[src/rtl/rsa_pkg.sv]
// Shared types and sizing helpers for the RSA datapath blocks.
package rsa_pkg;

  typedef enum logic [1:0] {
    IDLE = 2'd0,
    CALC = 2'd1,
    DONE = 2'd2
  } mont_state_t;

  localparam int MONT_WIDTH = 4;
  localparam int CNT_W      = $clog2(MONT_WIDTH);

  // Bit counter width for a given operand width; never narrower than one bit.
  function automatic int cnt_width(input int width);
    return (width < 2) ? 1 : $clog2(width);
  endfunction

endpackage

[src/rtl/montgomery_step.sv]
// One radix-2 Montgomery iteration: add the selected multiplicand, make the
// sum even by adding M when its LSB is set, then halve it.
module montgomery_step #(
  parameter int WIDTH = 4
) (
  input  logic [WIDTH+1:0] acc,
  input  logic             a_bit,
  input  logic [WIDTH-1:0] B,
  input  logic [WIDTH-1:0] M,
  output logic [WIDTH+1:0] acc_nxt
);

  localparam int ACC_W = WIDTH + 2;

  logic [ACC_W-1:0] t;
  logic [ACC_W:0]   u;

  // The extra bit on u keeps the halving exact even for out-of-range operands.
  always_comb begin
    t       = acc + (a_bit ? ACC_W'(B) : '0);
    u       = {1'b0, t} + (t[0] ? (ACC_W + 1)'(M) : '0);
    acc_nxt = ACC_W'(u >> 1);
  end

endmodule

[src/rtl/montgomery_mult.sv]
// Bit-serial radix-2 Montgomery multiplier: R_o = A*B*2^-WIDTH mod M.
// state | meaning
// IDLE  | waiting for start; eoc drops on the first enabled edge here
// CALC  | one multiplier bit consumed per enabled edge, LSB first
// DONE  | final conditional subtraction, R_o loaded, eoc raised
module montgomery_mult
  import rsa_pkg::*;
#(
  parameter int WIDTH = 4
) (
  input  logic             clk,
  input  logic             rst,
  input  logic             en,
  input  logic             start,
  input  logic [WIDTH-1:0] A,
  input  logic [WIDTH-1:0] B,
  input  logic [WIDTH-1:0] M,
  output logic [WIDTH-1:0] R_o,
  output logic             eoc,
  output logic             busy
);

  localparam int ACC_W    = WIDTH + 2;
  localparam int CNT_BITS = cnt_width(WIDTH);

  mont_state_t         state;
  logic [WIDTH-1:0]    a_q;
  logic [WIDTH-1:0]    b_q;
  logic [WIDTH-1:0]    m_q;
  logic [ACC_W-1:0]    acc;
  logic [ACC_W-1:0]    acc_nxt;
  logic [CNT_BITS-1:0] cnt;
  logic                a_bit;

  assign a_bit = a_q[cnt];

  montgomery_step #(.WIDTH(WIDTH)) u_step (
    .acc     (acc),
    .a_bit   (a_bit),
    .B       (b_q),
    .M       (m_q),
    .acc_nxt (acc_nxt)
  );

  // Sequencer, datapath registers and registered outputs; en=0 freezes everything.
  always_ff @(posedge clk or posedge rst) begin
    if (rst) begin
      state <= IDLE;
      a_q   <= '0;
      b_q   <= '0;
      m_q   <= '0;
      acc   <= '0;
      cnt   <= '0;
      R_o   <= '0;
      eoc   <= 1'b0;
      busy  <= 1'b0;
    end else if (en) begin
      eoc <= 1'b0;
      case (state)
        IDLE: begin
          if (start) begin
            a_q   <= A;
            b_q   <= B;
            m_q   <= M;
            acc   <= '0;
            cnt   <= '0;
            busy  <= 1'b1;
            state <= CALC;
          end
        end
        CALC: begin
          acc <= acc_nxt;
          cnt <= cnt + CNT_BITS'(1);
          if (cnt == CNT_BITS'(WIDTH - 1)) begin
            state <= DONE;
          end
        end
        DONE: begin
          // acc < 2M for legal operands, so one subtraction fully reduces it.
          R_o   <= WIDTH'((acc >= ACC_W'(m_q)) ? acc - ACC_W'(m_q) : acc);
          eoc   <= 1'b1;
          busy  <= 1'b0;
          state <= IDLE;
        end
        default: begin
          busy  <= 1'b0;
          state <= IDLE;
        end
      endcase
    end
  end

endmodule

[config.mk]
export PLATFORM = sky130hd
export DESIGN_NAME = montgomery_mult
export DESIGN_NICKNAME = d
export VERILOG_FILES = /design/src/rtl/rsa_pkg.sv /design/src/rtl/montgomery_step.sv /design/src/rtl/montgomery_mult.sv
export SDC_FILE = /design/constraint.sdc
export NUM_CORES = 1
export LEC_CHECK = 0
export BUFFER_PORTS_ARGS = -buffer_cell sky130_fd_sc_hd__buf_2
export CAP_MARGIN = 10
export CORE_UTILIZATION = 57
export CTS_CLUSTER_DIAMETER = 80
export CTS_CLUSTER_SIZE = 25
export DETAILED_ROUTE_END_ITERATION = 6
export GPL_TIMING_DRIVEN = 0
export MAX_ROUTING_LAYER = met4
export PLACE_DENSITY = 0.79
export SYNTH_ARGS = -nofsm -noshare
export SYNTH_HDL_FRONTEND = slang
export SYNTH_SLANG_ARGS = --single-unit
[constraint.sdc]
create_clock -name clk -period 3.9 [get_ports clk]
set_input_delay 0.975 -clock clk [delete_from_list [all_inputs] [get_ports clk]]
set_output_delay 0.975 -clock clk [all_outputs]
set_load 0.05 [all_outputs]
### Word-level counts from Yosys, hierarchy flattened

Cells that the tools add are included.
Widths: inputs -> output; s select.

* flip-flop bits (word level): 28
* latch bits: 0
* memory bits (writable): 0
* bits in read-only memories: 0
* input bits: 16
* output and inout bits: 6
* memories kept: 0

* add/sub/neg operators: 4
* multiply operators: 0
* divide/modulo/power cells: 0
* order comparisons: 2
* eq/ne operators: 5
* shift operators: 0
* multiplexer cells: 15
* bitwise gates (word level): 1
* reduce and logical (&&, ||, !) cells: 7

Operators by type and width (number)
* $mux 4: 3
* $pmux 6 s2: 1
* $reduce_and 3->1: 4
* $pmux 2 s2: 2
* $add 6x7->7: 1
* $add 6x4->6: 1
* $ge 6x4->1: 1
* $mux 2: 3
* $mux 6: 1
* $eq 2x2->1 const B: 2
* $ne 2x2->1 const B: 2
* $sub 4x4->4: 1
* $lt 2x3->1 const B: 1
* $mux 1: 3
* $add 2x1->2 const B: 1
* $bmux 1 s2: 1
* $eq 2x1->1 const B: 1
* $logic_not 2->1: 1
* $pmux 1 s2: 1
* $reduce_and 2->1: 1
* $reduce_bool 2->1: 1
* $not 1->1: 1

### Longest topological paths before layout

* depth in word-level cells: 7
* mapped depth: 13
* gate-level depth less buffers: 13

### Modules after synthesis

A second synthesis with hierarchy kept.

* cells, all modules: 154
* area, all modules: 1707.9 um^2

Modules (own cells, without submodules)
* montgomery_mult: times used 1, cells each 109, area an instance 1328.8 um^2, seq. area each 700.7 um^2
* montgomery_step: times used 1, cells each 45, area an instance 379.1 um^2, seq. area each 0.0 um^2

### Worst setup path before layout

OpenSTA, ideal clock, no wires.

* kind: reg-to-reg
* from: register cnt[0]
* to: register acc[5]
* arrival time: 2.835 ns
* data required time: 3.778 ns
* setup slack: 0.944 ns
* cell stages (with the launch flop): 10
* buffers on the path: 0
* cell sequence: dfrtp_1 > mux4_2 > and2_1 > ha_1 > fa_1 > fa_1 > a21o_1 > a21oi_1 > nor2_1 > a32o_1

* word-level cells in the longest chain between the ends: 7

RTL lines
* from (decl): line montgomery_mult.sv:32 `logic [CNT_BITS-1:0] cnt;`
* from (signal assigned): line montgomery_mult.sv:73 `cnt <= cnt + CNT_BITS'(1);`
* $bmux 1 s2 *: line montgomery_mult.sv:35 `assign a_bit = a_q[cnt];`
* $mux 1 (not written as such) *: line montgomery_mult.sv:35
* $mux 4 *: line montgomery_step.sv:20 `t = acc + (a_bit ? ACC_W'(B) : '0);`
* $add 6x4->6 *: line montgomery_step.sv:20
* $mux 4: line montgomery_step.sv:21 `u = {1'b0, t} + (t[0] ? (ACC_W + 1)'(M) : '0);`
* $add 6x7->7 *: line montgomery_step.sv:21
* $pmux 6 s2 *: line montgomery_mult.sv:59 `case (state)`
* to (signal assigned): line montgomery_mult.sv:72 `acc <= acc_nxt;`
* to (decl): line montgomery_mult.sv:30 `logic [ACC_W-1:0] acc;`

Mark *: on every way between the ends. The rest lies on a longest branch, timed or not. The select of a mux whose other input is x is not followed.
A chain may end at the register's enable or synchronous reset.

### Final worst setup path

Ends and elaborated chain as after synthesis.

==> metrics <==
outcome=finished clean; Post-Place Worst Slack=776 ps; Worst R2R End=acc[5]; Horiz. Die Dim=55.9 um; fin nets=213; post-synthesis share of cell area spent on xor and xnor gates=4.24%; switching power as a share of total power=43.5%; sequential share of power=29.4%; data required time of the worst path=4150 ps; FP Rows=19; start point of the worst min-delay path=R_o[3]; average wire per standard cell=14.5 um; die height=55.9 um; mux cell area share after synthesis=9.38%; Filler Cell Count=232; core occupancy in the finished layout=67.1%; slowest stage delay, CP=550 ps; share of cells above drive strength 1=21.0%; depth of the worst register-to-register path=9; worst clock skew on the final layout=6.65 ps; top-level port count=22; maximum number of pins on one net before global-route repair=29; startpoint kind of the worst setup timing path=flip-flop; highest layer used for signal routing=met4; #FFs+latches synth=28; number of nets still failing antenna checks after routing=0; adder-cell share of the synthesized area=12.7%; maximum vdd drop=689 uV; final critical delay including setup and external delays=3170 ps; clock latency on the worst-skew pair=340 ps; class of the tightest hold or removal check=flip-flop to flip-flop; post-detailed-route via-to-cell ratio=5.69; endpoints failing setup=0; 1st-pass router iterations=4; first-pass GRT wire length=5.48 mm; detailed router's first-iteration violation count=23; Remaining Overflow, GRT=0; drc violations=0; number of global-route vias before repair=1279; count of final max-slew check failures=0; distinct cell type count after synthesis=38; leakage dissipation=0.000908 uW; internal power of the cells=954 uW; number of clock buffers inserted by TritonCTS=3; CTS root buffer=clkbuf_4; Max Cap Viol=0; setup TNS=0 ps; Longest Clk Path Bufs=2; Reg-to-Reg Start=cnt[0]; total via count after detailed routing=1207; most frequently used flop master after synthesis=dfrtp_1; post-cts resize count=0; kind of end point of the critical path=flip-flop; area of the placeable core=2760 um^2; net switching component of the power=736 uW; Avg Synthesized Cell Area=10.6 um^2; number of warnings reported in the yosys synthesis log=0; worst hold path cell count=2; setup slack of the critical path after layout=729 ps; routed length on met2=1.53 mm; slowest stage cell on the critical path=mux4_2; crit path kind=flip-flop to flip-flop; share of power burned in the clock network=11.5%; overall routing resource usage=23.2%; share of the clock period used by the worst path after layout=81.3%; total met3 wirelength after detailed routing=67 um; reg2reg setup slack=730 ps; clock-pin transition on the worst setup and hold timing paths=150 ps; wire length after detailed routing=3.07 mm; endpoint with the worst hold slack=R_o[3]; relative max-transition margin=30.9%; effective utilization at floorplan=60.0%; highest clock frequency the design can meet=315 MHz; Crit path top cell by count=fa_1; slew of the pin with the lowest slew margin=1040 ps; Clock H-tree levels=1; count of buffers added by post-CTS timing repair for setup=0; DPL Wire Length=2.42 mm; total die area=3120 um^2; unrepaired setup endpoints after global routing=no; antenna violations before repair=0; number of diodes added for antenna fixing=0; combinational family with the most area after synthesis=simple AND/OR/NAND/NOR gates; number of enable flip-flop cells after synthesis=0; Synth async-reset ratio=100%; Fin. Hold Viols=0; number of buffers inserted by port buffering=21; portion of total power attributed to combinational logic=59.1%; Syn Inst Count=156; clock tree sinks=28; biggest fanout along the worst timing path=4; last weighted congestion value of the routability-driven placer=0.840; hold buffers post-CTS=0; cell area after synthesis=1650 um^2; CTS tree=yes; cell-by-cell trace of the critical path=mux4_2, and2_1, ha_1, fa_1, fa_1, a21o_1, a21oi_1, nor2_1, a32o_1; compound-gate portion of the synthesized area=13.4%; critical path data arrival time=3420 ps; total routed wire length on the met1 layer=1.37 mm; Pwr per Cell Area=913 nW/um^2; signed area change from the synthesized netlist to the final layout=11.9%; net count of the mapped netlist=187; share of the yosys chip area belonging to registers=42.4%; area share of and/or/nand/nor cells after synthesis=14.8%
-- power groups by stage --
| stage | clock, uW | combinational, uW | sequential, uW |
|---|---|---|---|
| global route | 209 | 1100 | 515 |
| detailed placement | 0 | 989 | 504 |
| global placement | 0 | 948 | 498 |
| finish | 194 | 999 | 497 |
| floorplan | 0 | 726 | 551 |
| CTS | 197 | 997 | 498 |
-- cells in the final DEF (no fill, tap or decap), types with 4 or more instances in the layout --
cell type,Yosys,routed
nand2_1,14,14
buf_2,2,23
and2_1,9,9
nand3_1,5,5
nor2b_1,5,5
a21oi_1,7,7
mux2_1,4,4
nor2_1,4,4
mux2_2,6,6
dfrtp_1,28,28
xor2_1,6,6
ha_1,12,12
inv_1,9,9
o21ai_0,10,10
-- cell type report --
cell class	count	area, um^2	share of cell area (%)
Buffer	2	10.0	0.541
Clock buffer	3	22.5	1.22
Clock inverter	1	30.0	1.62
Inverter	11	41.3	2.23
Multi-Input combinational cell	115	902	48.7
Sequential cell	28	701	37.9
Tap cell	31	38.8	2.10
Timing Repair Buffer	21	105	5.68
-- flip-flops by register name, summed over array words and instances, names as in the netlist, 2 cells and up --
register and flops:
a_q 4, state 2, acc 6, R_o 4, b_q 4, cnt 2, m_q 4
-- kinds of logic after synthesis --
group	count (synthesis)
simple gates	47
compound gates	32
flops	28
fa+ha+maj	15
buf+inv	13
mux	13
xor+xnor	8
-- cells in the mapped netlist, drive strengths merged, types with 2 or more instances --
cell / n / share of area [%]
buf: 2 / 0.61
inv: 10 / 2.3
nor3: 3 / 0.91
nand3: 5 / 1.5
ha: 12 / 9.1
and2: 9 / 3.4
nand4: 2 / 0.76
xor2: 6 / 3.2
a21oi: 7 / 2.1
a21o: 2 / 0.91
mux2: 10 / 6.8
nor2: 4 / 0.91
mux2i: 2 / 1.2
nor2b: 5 / 1.9
xnor2: 2 / 1.1
a22o: 2 / 1.1
dfrtp: 28 / 42
o21ai: 14 / 4.5
nand2: 14 / 3.2
fa: 3 / 3.6
a21boi: 2 / 1.1
-- per-stage QoR --
step           hold slack, ps  std cells  area (um^2)  power [uW]
3_3_place_gp              457        208         1800        1450
2_1_floorplan             449        156         1650        1280
6_report                  498        212         1850        1690
5_1_grt                   534        212         1850        1830
3_5_place_dp              464        208         1800        1490
4_1_cts                   498        212         1850        1690
-- worst max-delay path: cells and delay by family (launching register included) --
| family | cells | cell delay, ps |
|---|---|---|
| AOI/OAI and AO/OA | 3 | 690 |
| adders and majority gates | 3 | 1130 |
| DFF | 1 | 440 |
| muxes | 1 | 550 |
| and+or+nand+nor | 2 | 250 |
-- metal layers --
metal | vias up | track usage (%)
li1 | 597 | -
met1 | 578 | 28.8
met2 | 23 | 37.9
met3 | 9 | 2.56
met4 | 0 | 11.8
met5 | - | -
-- how the worst max path moves through the flow --
stage	end	depth (start not counted)	from	slack, ps
final	acc[5]	9	cnt[0]	730
after global routing	acc[5]	9	cnt[0]	570
after CTS	acc[5]	9	cnt[0]	740
after detailed placement	acc[5]	9	cnt[0]	780
after global placement	acc[5]	9	cnt[0]	790
after floorplan	acc[5]	9	cnt[0]	940
Power figures use the tool's default switching activity.
